[src/rtl/dec_pkg.sv]
// Shared constants and helpers for the one-hot select decoder.
package dec_pkg;

  localparam int unsigned DEC_IN_W  = 3;
  localparam int unsigned DEC_OUT_W = 1 << DEC_IN_W;

  // OUT_W must be exactly wide enough for every code of an IN_W-bit select.
  function automatic bit out_w_valid(input int unsigned in_w, input int unsigned out_w);
    return out_w == (32'd1 << in_w);
  endfunction

  // Level taken by every output bit when nothing is selected.
  function automatic logic inactive_level(input bit active_low);
    return active_low ? 1'b1 : 1'b0;
  endfunction

endpackage

[src/rtl/onehot_decode_core.sv]
// Combinational binary-to-one-hot decode with active-high enable.
module onehot_decode_core
  import dec_pkg::*;
#(
  parameter int unsigned IN_W  = DEC_IN_W,
  parameter int unsigned OUT_W = 1 << IN_W
) (
  input  logic [IN_W-1:0]  A,
  input  logic             E,
  output logic [OUT_W-1:0] dec_c
);

  // Equality compare per bit: an unknown select matches no code, so the result stays all-zero.
  always_comb begin
    dec_c = '0;
    for (int unsigned i = 0; i < OUT_W; i++) begin
      if (E && (A == IN_W'(i))) begin
        dec_c[i] = 1'b1;
      end
    end
  end

endmodule

[src/rtl/three_to_eight_decoder.sv]
// Registered (or optionally combinational) 3-to-8 one-hot select decoder
// with selectable output polarity and asynchronous active-high reset.
module three_to_eight_decoder
  import dec_pkg::*;
#(
  parameter int unsigned IN_W       = DEC_IN_W,
  parameter int unsigned OUT_W      = 1 << IN_W,
  parameter bit          REGISTERED = 1'b1,
  parameter bit          ACTIVE_LOW = 1'b0
) (
  input  logic             clk,
  input  logic             rst,
  input  logic [IN_W-1:0]  A,
  input  logic             E,
  output logic [OUT_W-1:0] Out
);

  localparam logic [OUT_W-1:0] INACTIVE = {OUT_W{inactive_level(ACTIVE_LOW)}};

  logic [OUT_W-1:0] w_dec;
  logic [OUT_W-1:0] w_out_next;

  if (!out_w_valid(IN_W, OUT_W)) begin : g_bad_width
    $error("three_to_eight_decoder: OUT_W must equal 2**IN_W");
  end

  onehot_decode_core #(
    .IN_W  (IN_W),
    .OUT_W (OUT_W)
  ) u_core (
    .A     (A),
    .E     (E),
    .dec_c (w_dec)
  );

  assign w_out_next = ACTIVE_LOW ? ~w_dec : w_dec;

  if (REGISTERED) begin : g_reg
    logic [OUT_W-1:0] r_out;

    always_ff @(posedge clk or posedge rst) begin
      if (rst) begin
        r_out <= INACTIVE;
      end else begin
        r_out <= w_out_next;
      end
    end

    assign Out = r_out;
  end else begin : g_comb
    assign Out = rst ? INACTIVE : w_out_next;
  end

  // Enabled decode of an unknown select yields the inactive pattern; surface it in simulation.
  always_comb begin : x_sel_check
    if (E) begin
      assert (!$isunknown(A))
        else $warning("three_to_eight_decoder: enabled with unknown select A");
    end
  end

endmodule

[config.mk]
export PLATFORM = sky130hd
export DESIGN_NAME = three_to_eight_decoder
export DESIGN_NICKNAME = d
export VERILOG_FILES = /design/src/rtl/dec_pkg.sv /design/src/rtl/onehot_decode_core.sv /design/src/rtl/three_to_eight_decoder.sv
export SDC_FILE = /design/constraint.sdc
export NUM_CORES = 1
export LEC_CHECK = 0
export ABC_AREA = 1
export ABC_CLOCK_PERIOD_IN_PS = 800
export CORE_AREA = 4 4 41 43
export DETAILED_ROUTE_END_ITERATION = 10
export DIE_AREA = 0 0 45 47
export HOLD_SLACK_MARGIN = 0.08
export SLEW_MARGIN = 20
export SYNTH_ARGS = -nofsm -noshare
export SYNTH_HDL_FRONTEND = slang
export SYNTH_SLANG_ARGS = --single-unit
[constraint.sdc]
create_clock -name clk -period 0.8 [get_ports clk]
set_input_delay 0.12 -clock clk [delete_from_list [all_inputs] [get_ports clk]]
set_output_delay 0.12 -clock clk [all_outputs]
set_load 0.01 [all_outputs]
==> After elaboration in Yosys (flattened, before gate mapping) <==
Cells that the tools add are included.
{ "classes": {"eq_ne": 7, "reduce_logical": 9, "mux": 8} }
{ "ops": {"columns": ["op", "count"], "rows": [
  ["3-bit equality test (second input constant)", 4],
  ["1-bit logical AND", 8],
  ["1-bit 2-to-1 mux", 8],
  ["3-bit by 2-bit equality test with 1-bit output (second input constant)", 2],
  ["3-bit by 1-bit equality test with 1-bit output (second input constant)", 1],
  ["3-bit zero test", 1]
]} }
{ "totals": {"word_cells": 25, "input_bits": 6, "output_inout_bits": 8, "reg_bits": 8} }

==> Longest topological paths before layout <==
Gate-level depths: netlist of the first run.
{ "depth": {"ltp_word": 3, "ltp_mapped": 3, "depth_no_buf": 3} }

==> Hierarchy <==
From an unflattened synthesis of the first run, not the netlist that was laid out.
{ "unflattened": {"cells_unflattened": 26, "area_unflattened_um2": 267.8} }
{ "modules_own_cells": {"columns": ["mod", "seq_area_each_um2", "instances", "area_each_um2", "cells_per_inst"], "rows": [
  ["three_to_eight_decoder", 200.2, 1, 203.9, 9],
  ["onehot_decode_core", 0.0, 1, 63.8, 17]
]} }

==> Least setup slack after synthesis of the first run <==
Ideal clock, no wire load.
{ "synth_timing": {"path_kind": "register to output", "from": "register g_reg.r_out[0] (netlist: Out[0])", "to": "output Out[0]", "required_time_ps": 680, "t_arrival_ps": 376, "setup_slack_ps": 304, "path_buffers": 0, "path_stages_with_launch": 1, "path_cell_list": "dfrtp_1"} }
{ "synth_rtl": {"columns": ["element", "line_no", "rtl"], "rows": [
  ["start, declared", "three_to_eight_decoder.sv:39", "logic [OUT_W-1:0] r_out;"],
  ["start signal, assigned", "three_to_eight_decoder.sv:45", "r_out <= w_out_next;"],
  ["end, declared", "three_to_eight_decoder.sv:15", "output logic [OUT_W-1:0] Out"]
]} }
No word-level cell between the ends.

==> Worst setup path after layout of the first run <==
{ "layout_timing": {"from": "register g_reg.r_out[0] (netlist: Out[0])", "to": "output Out[0]"} }
No word-level cell between the ends.

==> impl_metrics.py, run 1 <==
metrics = {
    "status": {
        "status": "finished with violations",
        "violations": "negative setup slack",
    },
    "final_layout": {
        "final_area_um2": 399,
        "diodes": 0,
        "largest_reg_flops": 8,
        "fin_util_pct": 30.7,
        "nNetsFinal": 50,
        "layout-drive-gt1-share_pct": 26.2,
        "stdcell_count": 57,
        "fillers": 152,
        "synthToLayoutAreaGrowth_pct": 49.1,
    },
    "routing": {
        "drt-wirelength-per-cell_um": 8.18,
        "routed-via-count": 215,
        "postRouteAntennaNets": 0,
        "drcViolationCount": 0,
        "viasPerCell": 3.77,
        "dr.pass1.iters": 4,
        "drt-total-wl_um": 466,
        "drt_iter0_markers": 4,
    },
    "grt": {
        "grt_use_total_pct": 6.07,
        "grt_use_met3_pct": 2.30,
        "grt-ovfl-total": 0,
        "grt_pass1_wl_um": 828,
        "antenna_found_initial": 0,
        "first_global_vias": 213,
        "busiest_layer": "met4",
        "met2_usage_pct": 6.50,
        "use_met1_pct": 7.51,
        "grt_start_max_net_pins": 9,
    },
    "sta": {
        "period_share_pct": 107,
        "tightest_slew_ns": 0.279,
        "holdWs_ns": 0.105,
        "fin_ws_ns": -0.0569,
        "fin_crit_ns": 0.857,
        "finalHoldViolCount": 0,
        "setup_viol": 8,
        "slew_headroom_pct": 81.4,
        "tns_ns": -0.420,
        "timing.fmax_ghz": 1.17,
        "finalMaxSlewViolations": 0,
        "rsz0062_at_grt": "yes",
    },
    "synthesis": {
        "yosys.area.top_type": "dfrtp_1",
        "syn-num-nets": 32,
        "synth_area_um2": 268,
        "synth-seq-cells": 8,
        "yosysSeqAreaShare_pct": 74.8,
        "synth-main-ff-cell": "dfrtp_1",
        "synth_cell_type_count": 4,
        "synthTopCellsByCount": "8 x dfrtp_1, 8 x nor2_1, 6 x nand2_1, 4 x inv_1",
        "avgSynthCellArea_um2": 10.3,
        "async_reset_ff_share_pct": 100,
        "yosysWarnings": 0,
        "synth_edf_count": 0,
        "syn-instance-count": 26,
        "yosysTopAreaCellShare_pct": 74.8,
        "synthTopCellsByArea": "dfrtp_1 75%, nor2_1 11%, nand2_1 8.4%, inv_1 5.6%",
    },
    "setup_path": {
        "critical_path.max_stage_delay_ns": 0.35,
        "crit_family": "flip-flops",
        "critPathBufInv": 1,
        "worst_path_max_delay_cell": "dfrtp_1",
        "crit_path_max_fanout": 1,
        "crit_type": "reg2out",
        "start_kind": "register",
        "crit_required_ns": 0.68,
        "arrival_ns": 0.74,
        "end_kind": "output port",
        "path_cells": "buf_2",
        "path_depth": 1,
    },
    "die": {
        "ios": 14,
        "initial_utilization_pct": 20.6,
        "core.rowCount": 13,
        "dieArea_mm2": 0.00212,
        "die_w_um": 45,
        "core-area_mm2": 0.00130,
        "die_y_um": 47,
    },
    "power_and_ir_drop": {
        "power.density_mw_per_mm2": 1980,
        "total_power_uw": 791,
        "ir_drop_uv": 559,
        "leakage_nw": 0.232,
    },
    "placed_design": {
        "place_area_um2": 417,
        "port_buffers": 13,
        "place_ws_ns": -0.156,
        "dp.cells": 54,
        "place_congestion": 0.728,
        "hpwl_um": 374,
    },
    "clocking": {
        "tritoncts": "built",
        "clock-root-buffer": "clkbuf_4",
        "clock-sinks": 8,
        "h-tree-depth": 1,
        "cts_buffers": 3,
        "max-clock-path-buffers": 2,
        "clk_pin_slew_ns": 0.05,
    },
    "job": {
        "drv_cap": 0,
    },
    "hold_path": {
        "hp-class": "in2async",
    },
}
==> layer usage <==
metal / wire length [um] / vias up
met3: 74 / 3
met5: 0 / -
met1: 180 / 93
met2: 184 / 12
met4: 27 / 0
li1: - / 107
==> logic make-up (layout without fill, tap and decap cells) <==
| group | after synthesis | count (layout) | share of synthesized area (%) |
|---|---|---|---|
| buffers and inverters | 4 | 20 | 5.61 |
| flip-flops | 8 | 8 | 74.8 |
| AND/OR/NAND/NOR | 14 | 14 | 19.6 |
==> cell type report <==
cell class                 instances  area (um2)  share of cell area [%]
tap                               15        18.8                    4.70
timing repair buffer              13        90.1                    22.6
sequential                         8         200                    50.2
clock buffer                       3        22.5                    5.64
inverter                           4        15.0                    3.76
multi-input combinational         14        52.6                    13.2
==> what timing repair did <==
action                                  CTS  global route
gates resized for setup                  32             0
setup buffers                             0             0
hold buffers                              0             0
endpoints found under the setup margin    8             8
==> cell usage in the layout (no fill, tap or decap) <==
| cell | n |
|---|---|
| clkbuf_4 | 3 |
| clkdlybuf4s50_1 | 5 |
| nand2_1 | 6 |
| dfrtp_1 | 8 |
| buf_2 | 8 |
| nor2_1 | 8 |
| inv_1 | 4 |
==> where the power goes <==
part           internal, mW  switching [mW]  leakage (nW)
registers             0.415         0.00197         0.110
clock network         0.171           0.129        0.0138
logic                0.0353          0.0376         0.109
==> final timing paths <==
| path | start | to | slack, ns |
|---|---|---|---|
| max | Out[0]$_DFF_PP0_ | Out[0] | -0.06 |
| min | rst | Out[6]$_DFF_PP0_ | 0.10 |
| max in group asynchronous | rst | Out[4]$_DFF_PP0_ | 0.48 |
| min in group clk | A[1] | Out[7]$_DFF_PP0_ | 0.47 |
Note: power is estimated with default switching activity, not from simulation.
==> run 2: changes to the inputs <==
Settings changed: CELL_PAD_IN_SITES_DETAIL_PLACEMENT set to 1, CELL_PAD_IN_SITES_GLOBAL_PLACEMENT set to 1, PLACE_DENSITY_LB_ADDON set to 0.1.
==> run 2 against run 1 <==
Compared with the run above: the run still ends with negative setup slack left; first-iteration DRC count down 50%; sequential share of layout area down 0.77 points; fmax fell by 0.20%; flip-flop and latch count unchanged; sequential power about the same; cell count unchanged; highest routed layer unchanged; final area grew 1.6%; via count up 2.8%; global-route usage increased by 0.87 points.
==> impl_metrics.py, run 2 (same netlist as run 1, synthesis figures left out) <==
metrics = {
    "status": {
        "status": "finished with violations",
        "violations": "negative setup slack",
    },
    "sta": {
        "tightest_slew_ns": 0.280,
        "timing.fmax_ghz": 1.16,
        "finalHoldViolCount": 0,
        "holdWs_ns": 0.114,
        "slew_headroom_pct": 81.3,
        "setup_viol": 8,
        "rsz0062_at_grt": "yes",
        "fin_ws_ns": -0.0586,
        "finalMaxSlewViolations": 0,
        "tns_ns": -0.368,
        "period_share_pct": 107,
        "fin_crit_ns": 0.859,
    },
    "placed_design": {
        "place_ws_ns": -0.175,
        "dp.cells": 54,
        "port_buffers": 13,
        "place_congestion": 0.726,
        "hpwl_um": 484,
    },
    "clocking": {
        "hold_buffers": 0,
        "postCtsSetupBuffers": 0,
        "clock-sinks": 8,
        "clk_pin_slew_ns": 0.05,
        "clock-root-buffer": "clkbuf_4",
        "tritoncts": "built",
        "cts_buffers": 3,
        "max-clock-path-buffers": 2,
        "h-tree-depth": 1,
        "cts_resized": 32,
    },
    "setup_path": {
        "crit_required_ns": 0.68,
        "crit_family": "flip-flops",
        "worst_path_max_delay_cell": "dfrtp_1",
        "path_cells": "buf_2",
        "crit_path_max_fanout": 1,
        "arrival_ns": 0.74,
        "critPathBufInv": 1,
        "start_kind": "register",
        "crit_type": "reg2out",
        "end_kind": "output port",
        "critical_path.max_stage_delay_ns": 0.36,
    },
    "grt": {
        "grt_start_max_net_pins": 9,
        "antenna_found_initial": 0,
        "grt_use_total_pct": 6.94,
        "grt_pass1_wl_um": 993,
        "grt-ovfl-total": 0,
        "first_global_vias": 276,
    },
    "routing": {
        "drcViolationCount": 0,
        "postRouteAntennaNets": 0,
        "viasPerCell": 3.88,
        "dr.pass1.iters": 3,
        "drt_iter0_markers": 2,
        "drt-wirelength-per-cell_um": 9.82,
        "routed-via-count": 221,
        "drt-total-wl_um": 560,
    },
    "die": {
        "dieArea_mm2": 0.00212,
        "die_w_um": 45,
        "ios": 14,
        "core.rowCount": 13,
        "die_y_um": 47,
        "initial_utilization_pct": 20.6,
        "core-area_mm2": 0.00130,
    },
    "final_layout": {
        "fin_util_pct": 31.2,
        "synthToLayoutAreaGrowth_pct": 51.4,
        "nNetsFinal": 50,
        "diodes": 0,
        "largest_reg_flops": 8,
        "stdcell_count": 57,
        "mostFrequentLayoutCells": "8 x dfrtp_1, 8 x nor2_1, 7 x buf_2",
        "layout-drive-gt1-share_pct": 26.2,
    },
    "power_and_ir_drop": {
        "leakage_nw": 0.233,
        "ir_drop_uv": 502,
        "power.density_mw_per_mm2": 1930,
    },
    "hold_path": {
        "hp-class": "in2async",
    },
    "job": {
        "drv_cap": 0,
    },
}
==> run 2: cell type report <==
class | count | area (um2)
clock buffers | 3 | 22.5
fillers | 168 | 896
inverters | 4 | 15.0
multi-input cells | 14 | 52.6
flip-flops and latches | 8 | 200
well taps | 15 | 18.8
repair buffers | 13 | 96.3
==> run 2: metrics by stage <==
step | instance area (um2) | power, mW
floorplan | 268 | 0.456
detailed placement | 417 | 0.512
finish | 405 | 0.783
global route | 405 | 0.840
CTS | 399 | 0.794
global placement | 417 | 0.509
==> run 2: final timing paths <==
path | startpoint | end | slack [ns] | cells after the start
min in group clk | A[1] | Out[2]$_DFF_PP0_ | 0.49 | 3
min | rst | Out[1]$_DFF_PP0_ | 0.11 | 2
max in group asynchronous | rst | Out[4]$_DFF_PP0_ | 0.47 | 2
max | Out[1]$_DFF_PP0_ | Out[1] | -0.06 | 1
==> run 2: power breakdown <==
| group | total (mW) | switching [mW] | leakage (nW) | internal [mW] |
|---|---|---|---|---|
| clock | 0.289 | 0.118 | 0.0138 | 0.170 |
| sequential | 0.418 | 0.00236 | 0.110 | 0.415 |
| combinational | 0.0764 | 0.0396 | 0.110 | 0.0367 |
| total | 0.783 | 0.160 | 0.233 | 0.623 |
==> run 2: per-layer routing <==
| metal | track usage (%) | vias up | wire [um] |
|---|---|---|---|
| met5 | 0 | - | 0 |
| met2 | 12.4 | 11 | 317 |
| met3 | 2.30 | 2 | 66 |
| met1 | 5.14 | 101 | 164 |
| li1 | - | 107 | - |
| met4 | 8.77 | 0 | 11 |
